--- src/rtl/seq_pkg.sv ---
// Shared types and helpers for the serial pattern transmitter and its
// matching sequence detector.
package seq_pkg;

    typedef enum logic [2:0] {
        IDLE,
        SHIFT,
        GAP,
        DONE
    } seq_tx_state_e;

    // Default maximum pattern length in bits.
    localparam int PAT_W_DEFAULT = 8;

    // Bit order on the serial line; the detector side assumes the same order.
    localparam bit MSB_FIRST = 1'b1;

    // Width of a field that holds a length in the range 0..pat_w.
    function automatic int len_width(input int pat_w);
        return $clog2(pat_w + 1);
    endfunction

endpackage

--- src/rtl/seq_shift_reg.sv ---
// Loadable shift register with bit counter. The active window of the pattern
// is aligned on load so the first bit to send sits at the output end; the
// vacated positions fill with zeros, so the output bit falls to 0 on its own
// once the last window bit has been shifted past.
module seq_shift_reg
    import seq_pkg::*;
#(
    parameter int PAT_W = PAT_W_DEFAULT,
    parameter int LEN_W = len_width(PAT_W)
) (
    input  logic             clk,
    input  logic             rst_n,
    input  logic             clear,
    input  logic             load,
    input  logic             shift,
    input  logic [PAT_W-1:0] load_pattern,
    input  logic [LEN_W-1:0] load_len,
    output logic             serial,
    output logic             last
);

    logic [PAT_W-1:0] data_reg;
    logic [LEN_W-1:0] cnt_reg;
    logic [PAT_W-1:0] aligned;
    logic [PAT_W-1:0] load_vec;
    logic [PAT_W-1:0] shifted;

    // Move pattern[len-1] to the MSB; bits above the window fall off the top.
    assign aligned = load_pattern << (LEN_W'(PAT_W) - load_len);

    generate
        if (MSB_FIRST) begin : g_msb_first
            assign load_vec = aligned;
            assign shifted  = data_reg << 1;
            assign serial   = data_reg[PAT_W-1];
        end else begin : g_lsb_first
            for (genvar gi = 0; gi < PAT_W; gi++) begin : g_rev
                assign load_vec[gi] = aligned[PAT_W-1-gi];
            end
            assign shifted = data_reg >> 1;
            assign serial  = data_reg[0];
        end
    endgenerate

    // Counter reads 0 while the final bit of the window is on the output.
    assign last = (cnt_reg == '0);

    // Clear beats load beats shift.
    always_ff @(posedge clk or negedge rst_n) begin
        if (!rst_n) begin
            data_reg <= '0;
            cnt_reg  <= '0;
        end else if (clear) begin
            data_reg <= '0;
            cnt_reg  <= '0;
        end else if (load) begin
            data_reg <= load_vec;
            cnt_reg  <= load_len - LEN_W'(1);
        end else if (shift) begin
            data_reg <= shifted;
            cnt_reg  <= (cnt_reg != '0) ? cnt_reg - LEN_W'(1) : '0;
        end
    end

endmodule

--- src/rtl/seq_pattern_tx.sv ---
// Serial pattern transmitter: sends the low len bits of a latched pattern,
// first bit = pattern[len-1], reps times with a fixed idle gap between
// copies. All outputs come straight from flops.
module seq_pattern_tx
    import seq_pkg::*;
#(
    parameter int PAT_W   = PAT_W_DEFAULT,
    parameter int REP_W   = 4,
    parameter int GAP_CYC = 2
) (
    input  logic                       clk,
    input  logic                       rst_n,
    input  logic                       start,
    input  logic                       abort,
    input  logic [PAT_W-1:0]           pattern,
    input  logic [$clog2(PAT_W+1)-1:0] len,
    input  logic [REP_W-1:0]           reps,
    output logic                       serial_out,
    output logic                       bit_valid,
    output logic                       frame_start,
    output logic                       busy,
    output logic                       done
);

    localparam int LEN_W = len_width(PAT_W);
    // Gap counter counts GAP_CYC-1 down to 0.
    localparam int GAP_W = (GAP_CYC > 1) ? $clog2(GAP_CYC) : 1;
    localparam logic [GAP_W-1:0] GAP_LOAD = GAP_W'((GAP_CYC > 0) ? GAP_CYC - 1 : 0);
    localparam logic [LEN_W-1:0] LEN_MAX  = LEN_W'(PAT_W);

    seq_tx_state_e    state_reg;
    logic [PAT_W-1:0] pat_reg;
    logic [LEN_W-1:0] len_reg;
    logic [REP_W-1:0] rep_cnt_reg;
    logic [GAP_W-1:0] gap_cnt_reg;
    logic             bit_valid_reg;
    logic             frame_start_reg;
    logic             busy_reg;
    logic             done_reg;

    logic [LEN_W-1:0] len_clamped;
    logic             more_copies;
    logic             sr_clear;
    logic             sr_load;
    logic             sr_shift;
    logic [PAT_W-1:0] sr_pattern;
    logic [LEN_W-1:0] sr_len;
    logic             sr_serial;
    logic             sr_last;

    assign len_clamped = (len > LEN_MAX) ? LEN_MAX : len;
    // rep_cnt_reg holds the copies still owed, including the one in flight.
    assign more_copies = (rep_cnt_reg > REP_W'(1));

    // Shift-register control: first load comes from the ports, reloads for
    // later copies come from the latched job.
    always_comb begin
        sr_clear   = 1'b0;
        sr_load    = 1'b0;
        sr_shift   = 1'b0;
        sr_pattern = pat_reg;
        sr_len     = len_reg;
        case (state_reg)
            IDLE: begin
                sr_pattern = pattern;
                sr_len     = len_clamped;
                sr_load    = start && !abort && (len_clamped != '0) && (reps != '0);
            end
            SHIFT: begin
                if (abort) begin
                    sr_clear = 1'b1;
                end else if (sr_last && more_copies && (GAP_CYC == 0)) begin
                    sr_load = 1'b1;
                end else begin
                    sr_shift = 1'b1;
                end
            end
            GAP: begin
                if (abort) begin
                    sr_clear = 1'b1;
                end else if (gap_cnt_reg == '0) begin
                    sr_load = 1'b1;
                end
            end
            default: begin
                sr_clear = abort;
            end
        endcase
    end

    seq_shift_reg #(
        .PAT_W (PAT_W),
        .LEN_W (LEN_W)
    ) u_shift (
        .clk          (clk),
        .rst_n        (rst_n),
        .clear        (sr_clear),
        .load         (sr_load),
        .shift        (sr_shift),
        .load_pattern (sr_pattern),
        .load_len     (sr_len),
        .serial       (sr_serial),
        .last         (sr_last)
    );

    // Job sequencing FSM; every flag is registered for the state being entered.
    always_ff @(posedge clk or negedge rst_n) begin
        if (!rst_n) begin
            state_reg       <= IDLE;
            pat_reg         <= '0;
            len_reg         <= '0;
            rep_cnt_reg     <= '0;
            gap_cnt_reg     <= '0;
            bit_valid_reg   <= 1'b0;
            frame_start_reg <= 1'b0;
            busy_reg        <= 1'b0;
            done_reg        <= 1'b0;
        end else begin
            frame_start_reg <= 1'b0;
            done_reg        <= 1'b0;
            case (state_reg)
                IDLE: begin
                    if (start && !abort) begin
                        pat_reg     <= pattern;
                        len_reg     <= len_clamped;
                        rep_cnt_reg <= reps;
                        busy_reg    <= 1'b1;
                        if ((len_clamped == '0) || (reps == '0)) begin
                            state_reg <= DONE;
                            done_reg  <= 1'b1;
                        end else begin
                            state_reg       <= SHIFT;
                            bit_valid_reg   <= 1'b1;
                            frame_start_reg <= 1'b1;
                        end
                    end
                end
                SHIFT: begin
                    if (abort) begin
                        state_reg     <= IDLE;
                        busy_reg      <= 1'b0;
                        bit_valid_reg <= 1'b0;
                        rep_cnt_reg   <= '0;
                        gap_cnt_reg   <= '0;
                    end else if (sr_last) begin
                        if (more_copies) begin
                            rep_cnt_reg <= rep_cnt_reg - REP_W'(1);
                            if (GAP_CYC > 0) begin
                                state_reg     <= GAP;
                                gap_cnt_reg   <= GAP_LOAD;
                                bit_valid_reg <= 1'b0;
                            end else begin
                                frame_start_reg <= 1'b1;
                            end
                        end else begin
                            state_reg     <= DONE;
                            done_reg      <= 1'b1;
                            bit_valid_reg <= 1'b0;
                            rep_cnt_reg   <= '0;
                        end
                    end
                end
                GAP: begin
                    if (abort) begin
                        state_reg   <= IDLE;
                        busy_reg    <= 1'b0;
                        rep_cnt_reg <= '0;
                        gap_cnt_reg <= '0;
                    end else if (gap_cnt_reg == '0) begin
                        state_reg       <= SHIFT;
                        bit_valid_reg   <= 1'b1;
                        frame_start_reg <= 1'b1;
                    end else begin
                        gap_cnt_reg <= gap_cnt_reg - GAP_W'(1);
                    end
                end
                default: begin
                    state_reg     <= IDLE;
                    busy_reg      <= 1'b0;
                    bit_valid_reg <= 1'b0;
                end
            endcase
        end
    end

    assign serial_out  = sr_serial;
    assign bit_valid   = bit_valid_reg;
    assign frame_start = frame_start_reg;
    assign busy        = busy_reg;
    assign done        = done_reg;

endmodule
--- config.mk ---
export PLATFORM = sky130hd
export DESIGN_NAME = seq_pattern_tx
export DESIGN_NICKNAME = d
export VERILOG_FILES = /design/src/rtl/seq_pkg.sv /design/src/rtl/seq_shift_reg.sv /design/src/rtl/seq_pattern_tx.sv
export SDC_FILE = /design/constraint.sdc
export NUM_CORES = 1
export LEC_CHECK = 0
export BUFFER_PORTS_ARGS = -buffer_cell sky130_fd_sc_hd__buf_2
export CAP_MARGIN = 20
export CORE_ASPECT_RATIO = 1.75
export CORE_MARGIN = 2
export CORE_UTILIZATION = 45
export CTS_BUF_LIST = sky130_fd_sc_hd__clkbuf_4
export DETAILED_ROUTE_END_ITERATION = 8
export PLACE_DENSITY = 0.65
export SYNTH_ARGS = -nofsm -noshare
export SYNTH_HDL_FRONTEND = slang
export SYNTH_SLANG_ARGS = --single-unit
--- constraint.sdc ---
create_clock -name clk -period 4.2 [get_ports clk]
set_input_delay 0.42 -clock clk [delete_from_list [all_inputs] [get_ports clk]]
set_output_delay 0.42 -clock clk [all_outputs]
set_load 0.1 [all_outputs]
Word-level counts from Yosys, hierarchy flattened
Cells that the tools add are included.

Flip-flop bits (word level): 36. Bits of input ports: 20. Logic and storage cells: 108.

Add/sub/neg operators: 5. Order comparisons: 2. Eq/ne operators: 11. Shifts and indexed selects: 1. Muxes and demuxes: 56. Reduce and logical (&&, ||, !) cells: 22.

Operator list (count): $mux 4 (11); $mux 8 (4); $mux 1 (26); $mux 3 (5); $logic_not 4->1 (3); $pmux 1 s2 (6); $pmux 4 s3 (1); $reduce_bool 4->1 (3); $sub 4x1->4 const B (3); $ne 2x2->1 const B (5); $ne 3x3->1 const B (3); $pmux 3 s3 (1); $shl 8x4->8 (1); $reduce_and 3->1 (2); $reduce_bool 3->1 (2); $reduce_and 5->1 (1); $gt 4x1->1 const B (1); $gt 4x4->1 const B (1); $reduce_and 2->1 (2); $reduce_and 4->1 (1); $sub 4x4->4 const A (1); $eq 3x1->1 const B (1); $eq 3x2->1 const B (1); $logic_and 1x1->1 (3); other kinds (9) (9).

Logic depth before layout (Yosys ltp)
Word-level depth: 8. Gate-level depth with buffers: 12. Gate-level depth less buffers: 8.

Hierarchy
Synthesis repeated with hierarchy kept, for this count alone.

Cells, all modules: 220. Area total of the unflattened synthesis: 2253.4 um2.

Modules (own cells, without submodules): seq_pattern_tx (times used 1, cells an instance 128, area each 1351.3 um2, seq. area each 575.6 um2); seq_shift_reg (times used 1, cells an instance 92, area each 902.1 um2, seq. area each 300.3 um2).

Least setup slack after synthesis
Ideal clock, no wire load.

Path type: register to register. From: register state_reg[0]. To: register u_shift.data_reg[6]. Setup time: 0.129 ns. Arrival: 2.980 ns. Path slack: 1.091 ns. Stages on the path, launching flop included: 12. Path buffers: 3. Period minus slack after synthesis: 3.109 ns. Path through: dfrtp_1 > inv_1 > ha_1 > buf_2 > clkbuf_1 > clkbuf_1 > mux2i_1 > ha_1 > mux4_2 > mux2_2 > a221oi_1 > nor3_1.

Cells in the longest elaborated chain, start to end: 6. Elaborated cells on any way between the ends: 14. Classes of those cells: 1 x add/sub; 2 x eq/ne; 1 x shift; 7 x mux; 3 x reduce/logical.

RTL lines: start: declaration (line seq_pattern_tx.sv:31) `seq_tx_state_e state_reg;`; start signal: assignment (line seq_pattern_tx.sv:109) `state_reg <= IDLE;`; start signal: assignment (line seq_pattern_tx.sv:129) `state_reg <= DONE;`; start signal: assignment (line seq_pattern_tx.sv:132) `state_reg <= SHIFT;`; $logic_not 3->1 (line seq_pattern_tx.sv:63) `case (state_reg)`; $mux 4 (line seq_pattern_tx.sv:63); $sub 4x4->4 (line seq_shift_reg.sv:29) `assign aligned = load_pattern << (LEN_W'(PAT_W) - load_len);`; $shl 8x4->8 (line seq_shift_reg.sv:29); $mux 8 (line seq_shift_reg.sv:56) `end else if (load) begin`; $mux 8 (line seq_shift_reg.sv:53) `end else if (clear) begin`; end signal: assignment (line seq_shift_reg.sv:57) `data_reg <= load_vec;`; end signal: assignment (line seq_shift_reg.sv:60) `data_reg <= shifted;`; end: declaration (line seq_shift_reg.sv:22) `logic [PAT_W-1:0] data_reg;`.

Parallel ways exist; a longest one is shown, timed or not. A chain may end at the register's enable or synchronous reset.

Worst setup path after layout
Ends and elaborated chain as after synthesis.

==> flow_metrics.env <==
export IMPL_status="completed"
export IMPL_synth_edf_count=0
export IMPL_setup_slack_ns=0.964
export IMPL_switching_power_w=0.000976
export IMPL_worstMarginPinSlew_ns=0.892
export IMPL_synth_cell_type_count=47
export IMPL_first_global_vias=1871
export IMPL_htreeDepth=2
export IMPL_cts_setup_buffers=0
export IMPL_synth_simple_gate_area_share_pct=15.1
export IMPL_ff2ff_setup_slack_ns=0.96
export IMPL_synthTopCellsByArea="dfrtp_1, mux2_2, mux2i_1"
export IMPL_final_cell_mix="dfrtp_1, buf_2, mux2_2"
export IMPL_slew_headroom_pct=39.8
export IMPL_fp_dieArea_um2=5950
export IMPL_critPathRequiredTime_ns=4.43
export IMPL_fin_crit_ns=3.24
export IMPL_antenna_left=0
export IMPL_cts_root_buf="clkbuf_4"
export IMPL_ioPinCount=25
export IMPL_timing_rr_end="u_shift.data_reg[6]"
export IMPL_ys_flop_type="dfrtp_1"
export IMPL_reg2reg_depth=8
export IMPL_num_nets_final=296
export IMPL_dp_hpwl_um=4250
export IMPL_fin_cells=320
export IMPL_antenna_found_initial=0
export IMPL_drt_iter0_drc=42
export IMPL_via_per_inst=6.05
export IMPL_antennaDiodeCount=0
export IMPL_intPower_w=0.00109
export IMPL_fin_crit_sh_pct=77.1
export IMPL_report_final_slew_viol_count=0
export IMPL_startpoint_type="register"
export IMPL_ys_warn_count=0
export IMPL_endpoint_kind="register"
export IMPL_synth_top_area_share_pct=36.5
export IMPL_synth_xor_area_share_pct=0.730
export IMPL_seq_power_share_pct=29.1
export IMPL_synth_seq_cells=35
export IMPL_powerDensity_nw_per_um2=800
export IMPL_routed_wl_met3_um=190
export IMPL_syn_area_um2=2400
export IMPL_fmax_mhz=309
export IMPL_first_pass_iters=4
export IMPL_dp_slack_ns=0.957
export IMPL_muxShareOfSynthArea_pct=20.9
export IMPL_dp_cells=314
export IMPL_wl_per_cell_um=17.2
export IMPL_finalSetupTns_ns=0
export IMPL_wl_met1_um=2060
export IMPL_hold_viol=0
export IMPL_p_sw_share_pct=47.3
export IMPL_area_growth_synth_to_final_pct=7.51
export IMPL_worstPathArrival_ns=3.47
export IMPL_grt_max_degree=36
export IMPL_async_flop_share_pct=100
export IMPL_layout_drive_gt1_share_pct=23.4
export IMPL_yosys_area_top_type="dfrtp_1"
export IMPL_synth_top_family_by_area="multiplexers"
export IMPL_hold_buffers=0
export IMPL_final_util_pct=49.5
export IMPL_core_um2=5210
export IMPL_power_frac_clock_pct=8.3
export IMPL_totalPowerFinal_w=0.00206
export IMPL_combinationalPowerShare_pct=62.6
export IMPL_clkLatencyLatePin_ns=0.35
export IMPL_dieHeight_um=101
export IMPL_die_w_um=59.2
export IMPL_cts_buffer_depth=2
export IMPL_grt_pass1_wl_um=9040
export IMPL_max_cap_viol_count=0
export IMPL_worstSetupPathType="register to register"
export IMPL_wl_met2_um=3020
export IMPL_synth_adder_area_share_pct=5.22
export IMPL_cts_inserted_buffers=5
export IMPL_rsz0062_at_grt="false"
export IMPL_routed_top_layer="met4"
export IMPL_ys_seq_area_share_pct=36.5
export IMPL_postSynthCellCount=246
export IMPL_clkTransAtPathRegs_ns=0.10
export IMPL_peakVddDrop_uv=380
export IMPL_p_leak_nw=1.17
export IMPL_post_cts_resized=0
export IMPL_holdCritPathClass="input port to asynchronous set/reset pin"
export IMPL_avgSynthCellArea_um2=9.75
export IMPL_track_usage_pct=20.3
export IMPL_skew_ns=0.0103
export IMPL_critical_path_max_fanout=15
export IMPL_cts_tree="built"
export IMPL_synth_compound_area_share_pct=16.3
export IMPL_place_gp_congestion=0.934
export IMPL_drc_errors=0
export IMPL_timing_rr_start="state_reg[0]"
export IMPL_final_common_cell="dfrtp_1"
export IMPL_start_util_pct=46.0
export IMPL_setup_viol=0
export IMPL_syn_nets=276
export IMPL_portBuffers=24
export IMPL_placementRows=35
export IMPL_dr_total_vias=1937
export IMPL_cp_startpoint="state_reg[0]"
export IMPL_finalWirelength_um=5510
export IMPL_clock_sinks=35
export IMPL_num_fill_cells=491
export IMPL_grt_overflow=0
## cells in the mapped netlist (2+ instances only)
cell and instances:
nor4_1 3, clkbuf_1 6, dfrtp_1 35, xor2_1 2, inv_1 14, nor2b_1 8
o21ai_0 13, a31oi_1 3, mux2_2 22, buf_2 4, nand2b_1 8, ha_1 10
o32ai_1 3, and2_1 2, buf_4 2, o31ai_1 3, nor3_1 4, a211oi_1 6
nand3_1 2, mux4_2 3, nand2_1 21, or4_1 2, o22ai_1 7, nor2_1 14
a21oi_1 12, mux2i_1 16
## per-layer routing
| layer | vias to the layer above | track usage [%] |
|---|---|---|
| met5 | - | 0 |
| met4 | 0 | 10.5 |
| met3 | 20 | 3.34 |
| met2 | 52 | 36.8 |
| met1 | 932 | 21.5 |
| li1 | 933 | - |
## how the worst max path moves through the flow
stage	depth (start not counted)	slack, ns	endpoint
after global placement	8	1.06	u_shift.data_reg[6]
after CTS	8	0.97	u_shift.data_reg[6]
after detailed placement	8	0.96	u_shift.data_reg[6]
after global routing	8	0.77	u_shift.data_reg[6]
after floorplan	11	1.09	u_shift.data_reg[6]
final	8	0.96	u_shift.data_reg[6]
## cells by family (layout without fill, tap and decap cells)
logic type,count (synthesis),count (layout)
AO/OA/AOI/OAI,58,58
XOR/XNOR,2,2
adder cells (fa/ha/maj),10,10
buffers and inverters,28,47
flip-flops,35,35
multiplexers,42,42
AND/OR/NAND/NOR,71,71
## stage by stage
stage / hold WS (ns) / cell area, um^2
6_report: 0.141 / 2580
3_3_place_gp: 0.488 / 2530
2_1_floorplan: 0.124 / 2400
3_5_place_dp: 0.492 / 2530
4_1_cts: 0.179 / 2580
5_1_grt: 0.211 / 2580
## power groups by stage
stage | sequential (W) | clock [W] | combinational, W
after global routing | 0.000621 | 0.000185 | 0.00142
after floorplan | 0.000670 | 0 | 0.000966
after CTS | 0.000600 | 0.000176 | 0.00129
final | 0.000600 | 0.000171 | 0.00129
after detailed placement | 0.000607 | 0 | 0.00128
after global placement | 0.000604 | 0 | 0.00127
## worst max-delay path, stage by stage, from the launching register on
cell,delay [ns]
dfrtp_1,0.42
inv_1,0.10
ha_1,0.51
mux2i_1,0.39
ha_1,0.49
mux4_2,0.56
mux2_2,0.27
a221oi_1,0.30
nor3_1,0.08
## layout make-up
cell class	instances	area [um^2]	area share (%)
sequential	35	876	34.0
inverter	15	56.3	2.18
tap	55	68.8	2.67
multi-input combinational	183	1400	54.2
clock buffer	6	45.0	1.75
timing repair buffer	26	135	5.24
Note: power is estimated with default switching activity, not from simulation.
